[config.mk]
export PLATFORM = sky130hd
export DESIGN_NAME = pattern_engine
export DESIGN_NICKNAME = d
export VERILOG_FILES = /design/src/rtl/pattern_pkg.sv /design/src/rtl/pattern_lfsr.sv /design/src/rtl/pattern_engine.sv
export SDC_FILE = /design/constraint.sdc
export NUM_CORES = 1
export LEC_CHECK = 0
export CAP_MARGIN = 20
export CORE_MARGIN = 8
export CORE_UTILIZATION = 62
export DETAILED_ROUTE_END_ITERATION = 8
export PLACE_DENSITY = 0.84
export SLEW_MARGIN = 20
export SYNTH_ARGS = -nofsm -noshare
export SYNTH_HDL_FRONTEND = slang
export SYNTH_HIERARCHICAL = 1
export SYNTH_SLANG_ARGS = --single-unit
export TNS_END_PERCENT = 30
[constraint.sdc]
create_clock -name clk -period 3.8 [get_ports clk]
set_input_delay 0.76 -clock clk [delete_from_list [all_inputs] [get_ports clk]]
set_output_delay 0.76 -clock clk [all_outputs]
set_load 0.1 [all_outputs]
[src/rtl/pattern_pkg.sv]
// Shared definitions for the memory-game pattern engine: FSM state codes, LFSR taps,
// key codes and the round-length clamp.
package pattern_pkg;

    typedef logic [2:0] state_t;

    localparam state_t ST_IDLE     = 3'd0;
    localparam state_t ST_GEN      = 3'd1;
    localparam state_t ST_SHOW_ON  = 3'd2;
    localparam state_t ST_SHOW_OFF = 3'd3;
    localparam state_t ST_INPUT    = 3'd4;
    localparam state_t ST_RESULT   = 3'd5;

    localparam logic [15:0] LFSR_TAPS = 16'hB400;

    localparam logic [1:0] KEY_L = 2'd0;
    localparam logic [1:0] KEY_U = 2'd1;
    localparam logic [1:0] KEY_D = 2'd2;
    localparam logic [1:0] KEY_R = 2'd3;

    // A zero-length round is played as one symbol; oversize requests use full storage.
    function automatic int clamp_len(input int v, input int max_len);
        if (v < 1)
            return 1;
        if (v > max_len)
            return max_len;
        return v;
    endfunction

endpackage

[src/rtl/pattern_lfsr.sv]
// 16-bit Galois LFSR (right shift, taps 16'hB400) supplying pattern symbols.
// Latency: q updates one cycle after adv; reset loads SEED (0 is forced to 1).
// Backpressure: none; advances only while adv is high.
module pattern_lfsr
    import pattern_pkg::*;
#(
    parameter logic [15:0] SEED = 16'hACE1
) (
    input  logic        clk,
    input  logic        rst,
    input  logic        adv,
    output logic [15:0] q
);

    localparam logic [15:0] INIT = (SEED == 16'd0) ? 16'd1 : SEED;

    always_ff @(posedge clk) begin
        if (rst)
            q <= INIT;
        else if (adv)
            q <= {1'b0, q[15:1]} ^ (q[0] ? LFSR_TAPS : 16'd0);
    end

endmodule

[src/rtl/pattern_engine.sv]
// Memory-game sequence engine: generate a random key pattern, play it back, check player keys.
// Latency: busy 1 cycle after start; GEN takes len cycles; key verdict and done 1 cycle after key_valid.
// Backpressure: none; step_en paces playback, keys outside INPUT are dropped. PATTERN_TIMEOUT_EN adds an idle-step timeout.
module pattern_engine
    import pattern_pkg::*;
#(
    parameter int          MAX_LEN       = 16,
    parameter int          KEY_W         = 2,
    parameter logic [15:0] SEED          = 16'hACE1,
    parameter int          TIMEOUT_STEPS = 8,
    localparam int         LEN_W         = $clog2(MAX_LEN + 1)
) (
    input  logic             clk,
    input  logic             rst,
    input  logic             start,
    input  logic [LEN_W-1:0] seq_len,
    input  logic             step_en,
    input  logic             key_valid,
    input  logic [KEY_W-1:0] key_code,
    output logic             busy,
    output logic             show_valid,
    output logic [KEY_W-1:0] show_code,
    output logic [LEN_W-1:0] show_idx,
    output logic             done,
    output logic             pass,
    output logic [LEN_W-1:0] fail_idx
);

    localparam int IDX_W = $clog2(MAX_LEN);

    state_t           state;
    logic [LEN_W-1:0] len;
    logic [LEN_W-1:0] idx;
    logic [LEN_W-1:0] last_idx;
    logic [IDX_W-1:0] idx_lo;
    logic [KEY_W-1:0] mem [MAX_LEN];
    logic [KEY_W-1:0] cur_sym;
    logic [15:0]      lfsr_q;
    logic             is_last;
    logic             key_ok;
    logic             timeout_hit;
    logic             unused_lfsr_bits;

    pattern_lfsr #(
        .SEED (SEED)
    ) u_lfsr (
        .clk (clk),
        .rst (rst),
        .adv (state == ST_GEN),
        .q   (lfsr_q)
    );

    // Only the low bits become symbols; the rest of the register is LFSR state.
    assign unused_lfsr_bits = ^lfsr_q[15:KEY_W];

    // idx only reaches len after the final correct key, when mem is no longer read.
    assign idx_lo   = idx[IDX_W-1:0];
    assign cur_sym  = mem[idx_lo];
    assign last_idx = len - LEN_W'(1);
    assign is_last  = (idx == last_idx);
    assign key_ok   = (key_code == cur_sym);

`ifdef PATTERN_TIMEOUT_EN
    localparam int TO_W = $clog2(TIMEOUT_STEPS + 1);

    logic [TO_W-1:0] tcnt;

    // A key in the same cycle as a step wins: the step does not count.
    assign timeout_hit = (state == ST_INPUT) && !key_valid && step_en &&
                         (tcnt == TO_W'(TIMEOUT_STEPS - 1));

    always_ff @(posedge clk) begin
        if (rst || (state != ST_INPUT) || key_valid)
            tcnt <= '0;
        else if (step_en)
            tcnt <= tcnt + TO_W'(1);
    end
`else
    localparam int unused_timeout_steps = TIMEOUT_STEPS;

    assign timeout_hit = 1'b0;
`endif

    always_ff @(posedge clk) begin
        if (state == ST_GEN)
            mem[idx_lo] <= lfsr_q[KEY_W-1:0];
    end

    always_ff @(posedge clk) begin
        if (rst) begin
            state    <= ST_IDLE;
            len      <= '0;
            idx      <= '0;
            done     <= 1'b0;
            pass     <= 1'b0;
            fail_idx <= '0;
        end else begin
            done <= 1'b0;
            case (state)
                ST_IDLE, ST_RESULT: begin
                    if (start) begin
                        len      <= LEN_W'(clamp_len(int'(seq_len), MAX_LEN));
                        idx      <= '0;
                        pass     <= 1'b0;
                        fail_idx <= '0;
                        state    <= ST_GEN;
                    end
                end
                ST_GEN: begin
                    if (is_last) begin
                        idx   <= '0;
                        state <= ST_SHOW_OFF;
                    end else begin
                        idx <= idx + LEN_W'(1);
                    end
                end
                ST_SHOW_OFF: begin
                    if (step_en)
                        state <= ST_SHOW_ON;
                end
                ST_SHOW_ON: begin
                    if (step_en) begin
                        if (is_last) begin
                            idx   <= '0;
                            state <= ST_INPUT;
                        end else begin
                            idx   <= idx + LEN_W'(1);
                            state <= ST_SHOW_OFF;
                        end
                    end
                end
                ST_INPUT: begin
                    if (key_valid) begin
                        if (key_ok) begin
                            idx <= idx + LEN_W'(1);
                            if (is_last) begin
                                pass  <= 1'b1;
                                done  <= 1'b1;
                                state <= ST_RESULT;
                            end
                        end else begin
                            fail_idx <= idx;
                            done     <= 1'b1;
                            state    <= ST_RESULT;
                        end
                    end else if (timeout_hit) begin
                        fail_idx <= idx;
                        done     <= 1'b1;
                        state    <= ST_RESULT;
                    end
                end
                default: state <= ST_IDLE;
            endcase
        end
    end

    assign busy       = (state == ST_GEN) || (state == ST_SHOW_ON) ||
                        (state == ST_SHOW_OFF) || (state == ST_INPUT);
    assign show_valid = (state == ST_SHOW_ON);
    assign show_code  = show_valid ? cur_sym : '0;
    assign show_idx   = idx;

endmodule
==> summary.md <==
| Metric | Value |
|---|---|
| Core area | 5440 sq um |
| IO Count | 28 |
| Post-route ant nets | 0 |
| Pwr Total | around 1.6 mW |
| Wire per inst | around 17 um |
| Total gr overflow | 0 |
| Hold_sp | u_lfsr/q[6] |
| Mean Syn Cell Area | 11.3 sq um |
| Rel. slew slack | 0.340 |
| Main flop type after synthesis | dfxtp_1 |
| Diodes inserted | 0 |
| Required time worst endpoint | ~3.0 ns |
| Largest net degree at the start of global routing | 30 |
| Post-synthesis register bit count | 72 |
| Netlist cell types | 56 |
| Worst Tran Pin Value | about 0.99 ns |
| Worst setup margin | a little under 0.7 ns |
| Int Power | between 1 and 1.5 mW |
| Switch Pwr | between 0.4 and 0.5 mW |
| Comb pwr share | 0.121 |
| Crit. End Element | primary output |
| Fillers | around 380 |
| Iteration-0 DRC Markers | approximately 190 |
| Clk slew on worst S/H paths | approximately 0.08 ns |
| Later-pin clock latency in the skew report | approximately 0.36 ns |
| Hold_ws | between 0.4 and 0.5 ns |
| Simple-gate share of the synthesized area | 0.172 |
| Post-Route Setup TNS | 0 ns |
| Post-Synthesis Cells | ~300 |
| Mapped cell area | roughly 3500 sq um |
| Slew Limit Fails | 0 |
| Part of the power in registers | 0.542 |
| Synth-to-layout area growth | 12.3% |
| Worst VDD drop | approximately 270 uV |
| Leakage | between 1 and 1.5 nW |
| TritonCTS Sinks | 72 |
| Inserted Clock Buffers | 9 |
| Multiplexer share of the synthesized area | 0.129 |
| Vias | about 2300 |
| Clock power share | 0.337 |
| Seq/Total Area, Yosys | 0.510 |
| Hold_buf cts | 0 |
| Xor-xnor portion of the synthesized cell area | 0.0228 |
| Largest family of logic cells by synthesized area | simple AND/OR/NAND/NOR gates |
| RSZ-0062 raised after global routing | no |
| Clock period minus worst slack | roughly 3.1 ns |
| Number of synthesized flops with an enable pin | 32 |
| Gr usage total | 0.173 |
| Dpl ws | between 1 and 1.5 ns |
| Outcome | complete, no violations |
| Post-CTS Setup Inserts | 0 |
| Final Hold Viols | 0 |
| Vias in the first global route | around 2300 |
| Slowest cell on the critical path | dfxtp_1 |
| Max_cap viols | 0 |
| Die Ht | between 90 and 100 um |
| Row count | 27 |
| Syn_nets | 322 |
| Initial antenna violation count | 0 |
| CP arrival | around 2.4 ns |
| First-pass GRT wire length | 11200 um |
| Final WL | a little under 7000 um |
| Final period util | 0.820 |
| Yosys warning count | 6 |
| Largest delay share family, worst path | multiplexers |
| Layout cells sized above 1 | 0.146 |
| Max stage delay on crit path | roughly 0.61 ns |
| Sequential cell area | about 1800 sq um |
| Port Buffer Count | 27 |
| Nets@finish | ~350 |
| Power density over the cells | about 410 nW/um^2 |
| CTS Buffer Depth | 2 |
| Crit path cell chain | mux2_2 > mux4_1 > a21oi_1 > nor2_1 > buf_4 |
| Final Skew | 0.00822 ns |
| First-pass DRT Iterations | 4 |
| Sw frac | 0.274 |
| Post-synthesis compound-gate area fraction | 0.103 |
| DRC Markers | 0 |
| Fmax | approximately 320 MHz |
| TritonCTS clock tree | done |
| Final setup fails | 0 |
| Routed vias/inst | around 5.6 |
| Die width | slightly above 90 um |
| Clk root buf | clkbuf_8 |
| Detailed placement HPWL | between 4000 and 5000 um |
| Critical path type | reg -> out |
| CTS resizes | 0 |
| Adder-Cell Fraction of Synth Area | 0.0181 |
| Initial Utilization | 0.635 |
| Gpl congestion | 0.792 |
| Hold/Removal Path Class | reg -> reg |
| Post-synth ARST share | 0 |
| Fin util | 0.713 |
| Multi-input gate area | between 1500 and 2000 sq um |
| CP max FO | 10 |
| Crit path launch type | flip-flop |
| Die area | ~8000 sq um |
| CP Buf/Inv Count | 1 |
| CTS H-tree lvls | 3 |
==> state kept, by name, summed over array words and instances, names as in the netlist, named ones only <==
register and flops:
fail_idx 5, len 5, mem 32, pass 1, show_idx 5, done 1, state 3, u_lfsr/q 16
==> metrics by stage <==
step | cells | instance area, sq um
after CTS | 407 | 3880
after floorplan | 305 | 3450
after detailed placement | 391 | 3710
final | 407 | 3880
after global placement | 391 | 3710
after global routing | 407 | 3880
==> cell usage after synthesis (4+ instances only) <==
cell type / n / area, sq um
mux2_2: 6 / 67.6
dfxtp_1: 40 / 801
a211o_1: 6 / 52.6
nor3_1: 11 / 55.1
nand3b_1: 6 / 45.0
o21ai_0: 5 / 25.0
buf_4: 4 / 30.0
mux2i_1: 23 / 230
edfxtp_1: 32 / 961
a21oi_1: 16 / 80.1
ha_1: 5 / 62.6
xnor2_1: 7 / 61.3
or3_1: 5 / 31.3
nand2_1: 19 / 71.3
nand2b_1: 10 / 62.6
clkbuf_1: 4 / 15.0
nor2_1: 31 / 116
inv_1: 12 / 45.0
nor2b_1: 6 / 37.5
==> per-layer routing <==
layer / vias to the layer above / wire (um) / track usage
li1: 1140 / - / -
met1: 1076 / 3150 / 0.210
met2: 48 / 3070 / 0.263
met3: 13 / 359 / 0.0657
met4: 0 / 146 / 0.0846
met5: - / 0 / 0
==> cell type report <==
cell class	count	share of cell area
inverters	12	0.0116
flip-flops and latches	72	0.454
repair buffers	29	0.0697
clock buffers	9	0.0319
multi-input cells	206	0.397
clock inverters	7	0.0123
well taps	72	0.0232
==> worst paths after layout <==
| check | endpoint | slack (ns) | cells past startpoint |
|---|---|---|---|
| worst max-delay path | show_code[1] | 0.69 | 5 |
| worst min-delay path | u_lfsr/q[5] | 0.47 | 1 |
| worst max register to register | show_idx[3] | 1.14 | 7 |
| worst min register to register | u_lfsr/q[5] | 0.47 | 1 |
==> power groups by stage <==
stage	combinational [mW]	clock [mW]	sequential (mW)
6_report	0.193	0.539	0.866
3_3_place_gp	0.187	0	0.882
4_1_cts	0.193	0.550	0.866
5_1_grt	0.210	0.579	0.872
2_1_floorplan	0.152	0	0.882
3_5_place_dp	0.192	0	0.884
==> logic make-up (layout without fill, tap and decap cells) <==
kind of cell    count (synthesis)  after routing
compound gates                 46             46
flops                          72             72
fa+ha+maj                       5              5
buf+inv                        27             57
mux                            37             37
xor+xnor                        9              9
simple gates                  109            109
==> cells in the final DEF, fill, tap and decap left out, drive strengths merged, types with 3 or more instances in the layout <==
cell / synthesis / routed
or3: 5 / 5
clkdlybuf4s50: 0 / 21
dfxtp: 40 / 40
edfxtp: 32 / 32
a211oi: 3 / 3
nand2: 19 / 19
clkbuf: 5 / 9
mux2i: 23 / 23
nand2b: 11 / 11
mux4: 4 / 4
o32ai: 3 / 3
a21oi: 16 / 16
mux2: 10 / 10
buf: 9 / 8
and2b: 7 / 7
nand3: 3 / 3
nand3b: 6 / 6
nor2b: 6 / 6
ha: 5 / 5
a211o: 6 / 6
clkinv: 0 / 4
inv: 12 / 13
xnor2: 7 / 7
nor3: 11 / 11
nor2: 32 / 32
o21ai: 6 / 6
(Power assumes the default switching activity.)
